File: config.mk
export PLATFORM = sky130hd
export DESIGN_NAME = pipeline_hazard_ctrl
export DESIGN_NICKNAME = d
export VERILOG_FILES = /design/src/rtl/hazard_pkg.sv /design/src/rtl/pipeline_hazard_ctrl_mem_wait_timer.sv /design/src/rtl/pipeline_hazard_ctrl.sv
export SDC_FILE = /design/constraint.sdc
export NUM_CORES = 1
export LEC_CHECK = 0
export ABC_AREA = 1
export BUFFER_PORTS_ARGS = -buffer_cell sky130_fd_sc_hd__buf_2
export CAP_MARGIN = 40
export CORE_ASPECT_RATIO = 2
export CORE_MARGIN = 5
export CORE_UTILIZATION = 54
export CTS_BUF_LIST = sky130_fd_sc_hd__clkbuf_8
export CTS_CLUSTER_DIAMETER = 200
export CTS_CLUSTER_SIZE = 20
export DETAILED_ROUTE_END_ITERATION = 12
export MAX_ROUTING_LAYER = met4
export PLACE_DENSITY_LB_ADDON = 0.1
export SYNTH_ARGS = -nofsm -noshare
export SYNTH_HDL_FRONTEND = slang
export SYNTH_HIERARCHICAL = 1
export SYNTH_SLANG_ARGS = --single-unit
File: constraint.sdc
create_clock -name clk -period 4.4 [get_ports clk]
set_clock_uncertainty 0.1 [all_clocks]
set_input_delay 0.44 -clock clk [delete_from_list [all_inputs] [get_ports clk]]
set_output_delay 0.44 -clock clk [all_outputs]
set_load 0.005 [all_outputs]
File: src/rtl/hazard_pkg.sv
// Shared types and constants for the pipeline hazard controller.
package hazard_pkg;

    typedef enum logic [1:0] {
        RUN      = 2'd0,
        MEM_WAIT = 2'd1,
        REDIRECT = 2'd2
    } hz_state_e;

    // Register $zero: a load targeting it never creates a dependency.
    localparam int REG_ZERO = 0;

    // Consecutive data-memory wait cycles tolerated before flagging an error.
    localparam int DEF_MEM_TIMEOUT = 255;

endpackage

File: src/rtl/pipeline_hazard_ctrl_mem_wait_timer.sv
// Saturating data-memory wait counter with a sticky timeout flag.
// Counts enabled cycles up to MAX and holds there; clr returns it to zero.
// The flag stays set once the count reaches MAX, until reset.
module mem_wait_timer
    import hazard_pkg::*;
#(
    parameter int MAX = DEF_MEM_TIMEOUT
) (
    input  logic clk,
    input  logic rst,
    input  logic clr,
    input  logic en,
    output logic timeout
);

    localparam int W = $clog2(MAX + 1);

    logic [W-1:0] cnt_q, cnt_d;
    logic         timeout_q, timeout_d;

    // Next count: clear wins, otherwise count up and hold at MAX.
    always_comb begin
        cnt_d     = cnt_q;
        timeout_d = timeout_q;
        if (clr) begin
            cnt_d = '0;
        end else if (en && (cnt_q != W'(MAX))) begin
            cnt_d = cnt_q + W'(1);
        end
        if (cnt_d == W'(MAX)) begin
            timeout_d = 1'b1;
        end
    end

    // Counter and sticky flag registers.
    always_ff @(posedge clk or posedge rst) begin
        if (rst) begin
            cnt_q     <= '0;
            timeout_q <= 1'b0;
        end else begin
            cnt_q     <= cnt_d;
            timeout_q <= timeout_d;
        end
    end

    assign timeout = timeout_q;

endmodule

File: src/rtl/pipeline_hazard_ctrl.sv
// Stall / bubble / redirect sequencer for the 5-stage pipeline.
// Build option: define HAZARD_PERF_EN to get stall and redirect counters;
// without it both perf ports are tied to zero.
//
// state    | meaning
// ---------+-----------------------------------------------------------
// RUN      | normal flow; resolves load-use and taken branches directly
// MEM_WAIT | data memory stalling; whole pipe frozen until dmem_ready
// REDIRECT | replays a branch taken during the wait; flushes IF/ID
module pipeline_hazard_ctrl
    import hazard_pkg::*;
#(
    parameter int ADDR_W      = 32,
    parameter int REG_W       = 5,
    parameter int MEM_TIMEOUT = DEF_MEM_TIMEOUT
) (
    input  logic              clk,
    input  logic              rst,
    input  logic [REG_W-1:0]  id_rs,
    input  logic [REG_W-1:0]  id_rt,
    input  logic              id_uses_rt,
    input  logic              ex_mem_read,
    input  logic [REG_W-1:0]  ex_rd,
    input  logic              br_taken,
    input  logic [ADDR_W-1:0] br_target,
    input  logic              mem_req,
    input  logic              dmem_ready,
    output logic              stall,
    output logic              pc_mux_sel,
    output logic [ADDR_W-1:0] pc_jump,
    output logic              bubble_ex,
    output logic              stall_all,
    output logic              mem_timeout,
    output logic [31:0]       perf_stall_cnt,
    output logic [31:0]       perf_flush_cnt
);

    hz_state_e         state_q, state_d;
    logic [ADDR_W-1:0] pend_q, pend_d;
    logic              pend_v_q, pend_v_d;
    logic              tmr_en, tmr_clr;
    logic              load_use, mem_wait;

    assign load_use = ex_mem_read && (ex_rd != REG_W'(REG_ZERO)) &&
                      ((ex_rd == id_rs) || (id_uses_rt && (ex_rd == id_rt)));
    assign mem_wait = mem_req && !dmem_ready;

    // Next state and Mealy outputs; outputs are forced low while rst is held
    // so an asynchronous reset silences the pipeline controls at once.
    always_comb begin
        state_d    = state_q;
        pend_d     = pend_q;
        pend_v_d   = pend_v_q;
        stall      = 1'b0;
        stall_all  = 1'b0;
        bubble_ex  = 1'b0;
        pc_mux_sel = 1'b0;
        pc_jump    = '0;
        tmr_en     = 1'b0;
        tmr_clr    = 1'b0;
        if (!rst) begin
            case (state_q)
                RUN: begin
                    if (mem_wait) begin
                        stall     = 1'b1;
                        stall_all = 1'b1;
                        tmr_en    = 1'b1;
                        // A branch resolved as the pipe freezes must not be lost.
                        if (br_taken) begin
                            pend_d   = br_target;
                            pend_v_d = 1'b1;
                        end
                        state_d = MEM_WAIT;
                    end else if (load_use) begin
                        stall     = 1'b1;
                        bubble_ex = 1'b1;
                    end else if (br_taken) begin
                        pc_mux_sel = 1'b1;
                        pc_jump    = br_target;
                    end
                end
                MEM_WAIT: begin
                    if (mem_wait) begin
                        stall     = 1'b1;
                        stall_all = 1'b1;
                        tmr_en    = 1'b1;
                    end else begin
                        tmr_clr = 1'b1;
                        state_d = pend_v_q ? REDIRECT : RUN;
                    end
                end
                REDIRECT: begin
                    // IF/ID is flushed this cycle, so inputs are not examined;
                    // a fresh memory wait is picked up next cycle in RUN.
                    pc_mux_sel = 1'b1;
                    pc_jump    = pend_q;
                    pend_v_d   = 1'b0;
                    state_d    = RUN;
                end
                default: state_d = RUN;
            endcase
        end
    end

    // State and pending-redirect registers.
    always_ff @(posedge clk or posedge rst) begin
        if (rst) begin
            state_q  <= RUN;
            pend_q   <= '0;
            pend_v_q <= 1'b0;
        end else begin
            state_q  <= state_d;
            pend_q   <= pend_d;
            pend_v_q <= pend_v_d;
        end
    end

    mem_wait_timer #(
        .MAX (MEM_TIMEOUT)
    ) u_timer (
        .clk     (clk),
        .rst     (rst),
        .clr     (tmr_clr),
        .en      (tmr_en),
        .timeout (mem_timeout)
    );

`ifdef HAZARD_PERF_EN
    logic [31:0] perf_stall_q, perf_stall_d;
    logic [31:0] perf_flush_q, perf_flush_d;

    // Free-running event counters, wrapping modulo 2^32.
    always_comb begin
        perf_stall_d = perf_stall_q;
        perf_flush_d = perf_flush_q;
        if (stall)      perf_stall_d = perf_stall_q + 32'd1;
        if (pc_mux_sel) perf_flush_d = perf_flush_q + 32'd1;
    end

    // Counter registers.
    always_ff @(posedge clk or posedge rst) begin
        if (rst) begin
            perf_stall_q <= '0;
            perf_flush_q <= '0;
        end else begin
            perf_stall_q <= perf_stall_d;
            perf_flush_q <= perf_flush_d;
        end
    end

    assign perf_stall_cnt = perf_stall_q;
    assign perf_flush_cnt = perf_flush_q;
`else
    assign perf_stall_cnt = '0;
    assign perf_flush_cnt = '0;
`endif

endmodule

==> metrics.txt <==
CTS tree=done; Setup Viol. Count Final=0; number of CTS-inserted buffers=5; worst path arrival time=2.12 ns; unrepaired setup endpoints after global routing=false; clk buf depth=2; Leak Pwr=2.22 nW; HP Start=br_target[14]; final hold vios=0; cell taking the most area after synthesis=dfrtp_1; initial drt markers=155; CTS Hold Buffers Added=0; startpoint types=primary input; worst min path class=in -> reg; Async SR Flop Fraction=100%; Die Height=126 um; EDFF count, synth=0; sequential share of the synthesized area=30.3%; largest net degree at the start of global routing=38; multi-input logic area=1810 um^2; worst-path fanout max=19; Layout area overhead=7.54%; crit-path cells=buf_2 -> nor2_2 -> clkinv_1 -> buf_16 -> nand2_1 -> nand2_1 -> a21oi_1 -> buf_2; Sink Count=44; ANT nets after route=0; f_max=376 MHz; layout cells sized above 1=26.3%; Crit Path Class=in -> out; capturing point of the worst reg2reg path=pend_q[13]$_DFFE_PP0P_; PortBufs=90; Syn Inst Count=524; Mapped Avg Cell Area=6.93 um^2; Max Slew Vio Count=0; status=complete, no violations; top-count cell post-synth=nand2_1; Worst-Skew Late Latency=0.30 ns; setup TNS=0 ns; maxcap violations=0; Detailed Place HPWL=6.73 mm; slowest CP cell=clkinv_1; met2 WL=4.97 mm; Synth top area share=30.3%; Top Metal Used=met4; Tot GR Track Use=20.9%; H-tree depth=2; initial antenna violation count=0; CP max stage delay=0.56 ns; reg-to-reg slack, setup=2.04 ns; RePlAce Congestion=0.821; post-cts repair resize count=0; pwr dens=448 nW/um^2; Inst Count DP=679; reg-to-reg startpoint=state_q[1]$_DFFE_PP0P_; die width=68 um; crit path time final=2.66 ns; top post-synthesis cells by count=nand2_1 (124), buf_4 (67), inv_1 (61); Initial DRT Pass Iterations=4; Post-CTS Setup Bufs=0; fin crit share=60.5%; synth warn=6; Yosys cell types=28; critical path launch point=dmem_ready; Reg area=1100 um^2; cells taking the most area after synthesis=dfrtp_1 (30%), buf_4 (14%), nand2_1 (13%); GR Overflow Total=0; # rows=42; fin cells=686; number of global-route vias before repair=3124; Worst slew margin=47.5%; pre-CTS setup slack=1.57 ns; first-pass GRT wire length=13.7 mm; I/O Pins=155; via count=3251; die area=8570 um^2; Crit path required time=3.86 ns; clk slew on worst S/H paths=0.09 ns; DR WL/cell=12.7 um; Initial Utilization=55.3%; Mapped Area=3630 um^2; met1 wire length=3.01 mm; n_diodes=0; crit path to=stall; aggregate routed wire length=8.69 mm; final critical-path setup slack=1.74 ns; peak supply drop=222 uV; dominant synthesized flop cell=dfrtp_1; core area=6570 um^2; Seq cells post-synth=44; DRC viols=0; Layout Nets=653; Critical Path End Type=output port; worst-margin pin slew=0.786 ns; clk root buf=clkbuf_8; DR WL met3=467 um; fill cell count=689; vias per cell=4.74; Worst Reg-to-Reg Cells=7
==> layout make-up <==
| cell class | count | area share (%) |
|---|---|---|
| Multi-Input combinational cell | 384 | 46.3 |
| Sequential cell | 44 | 28.2 |
| Timing Repair Buffer | 94 | 12.8 |
| Inverter | 69 | 6.63 |
| Tap cell | 88 | 2.82 |
| Clock buffer | 5 | 1.76 |
| Clock inverter | 2 | 1.54 |
==> critical path, delay by kind of cell <==
kind	cells	cell delay, ns
buffers and inverters	4	1.18
AND/OR/NAND/NOR	3	0.34
AO/OA/AOI/OAI	1	0.14
==> per-layer routing <==
| metal | vias to the layer above | GRT usage (%) |
|---|---|---|
| met1 | 1470 | 21.5 |
| met4 | 0 | 8.56 |
| met3 | 20 | 2.14 |
| met5 | - | - |
| li1 | 1639 | - |
| met2 | 122 | 38.3 |
==> placed cells by master, fill, tap and decap left out, types with 2 or more instances in the layout <==
master | synthesis | final
nand3_1 | 45 | 45
inv_1 | 61 | 60
clkinv_1 | 1 | 2
nor2_4 | 3 | 3
o21ai_1 | 10 | 10
clkbuf_8 | 0 | 5
nand2_1 | 124 | 124
nor2_2 | 17 | 17
nand3_2 | 3 | 3
buf_2 | 5 | 90
conb_1 | 1 | 64
nor2_1 | 40 | 40
inv_2 | 7 | 7
nand2_2 | 2 | 2
dfrtp_1 | 44 | 44
nand4_1 | 3 | 3
o21ai_2 | 23 | 23
buf_4 | 67 | 3
a21oi_1 | 43 | 43
bufinv_16 | 0 | 2
==> how the worst min path moves through the flow <==
stage / end / slack [ns] / cells after the start
after detailed placement: u_timer/timeout$_DFFE_PP0N_ / 0.36 / 2
after global routing: pend_q[14]$_DFFE_PP0P_ / 0.30 / 3
after CTS: pend_q[14]$_DFFE_PP0P_ / 0.29 / 3
after floorplan: u_timer/cnt_q[0]$_DFF_PP0_ / 0.17 / 1
final: pend_q[14]$_DFFE_PP0P_ / 0.29 / 3
after global placement: u_timer/timeout$_DFFE_PP0N_ / 0.34 / 2
==> power breakdown <==
part           total (mW)  switching (mW)  internal (mW)
Sequential          0.692           0.117          0.575
Clock               0.367           0.143          0.224
Combinational       0.691           0.414          0.277
==> flip-flops by register name (all words and copies together), names as in the netlist <==
signal / cells
state_q: 2
pend_v_q: 1
u_timer/cnt_q: 8
u_timer/timeout: 1
pend_q: 32
==> stage by stage <==
stage	hold slack [ns]	utilization [%]	cell area [um^2]	total power, mW
finish	0.288	59.5	3910	1.75
detailed placement	0.355	57.5	3780	1.40
CTS	0.288	59.5	3910	1.76
floorplan	0.168	-	3870	1.26
global placement	0.345	57.1	3750	1.37
global route	0.303	59.5	3910	1.89
==> cells by family after synthesis <==
kind of cell | share of synthesized area (%)
compound gates | 13.0
xor+xnor | 0.482
fa+ha+maj | 0.344
buf+inv | 26.4
flops | 30.3
other cells | 0.103
simple gates | 29.3
Power figures use the tool's default switching activity.
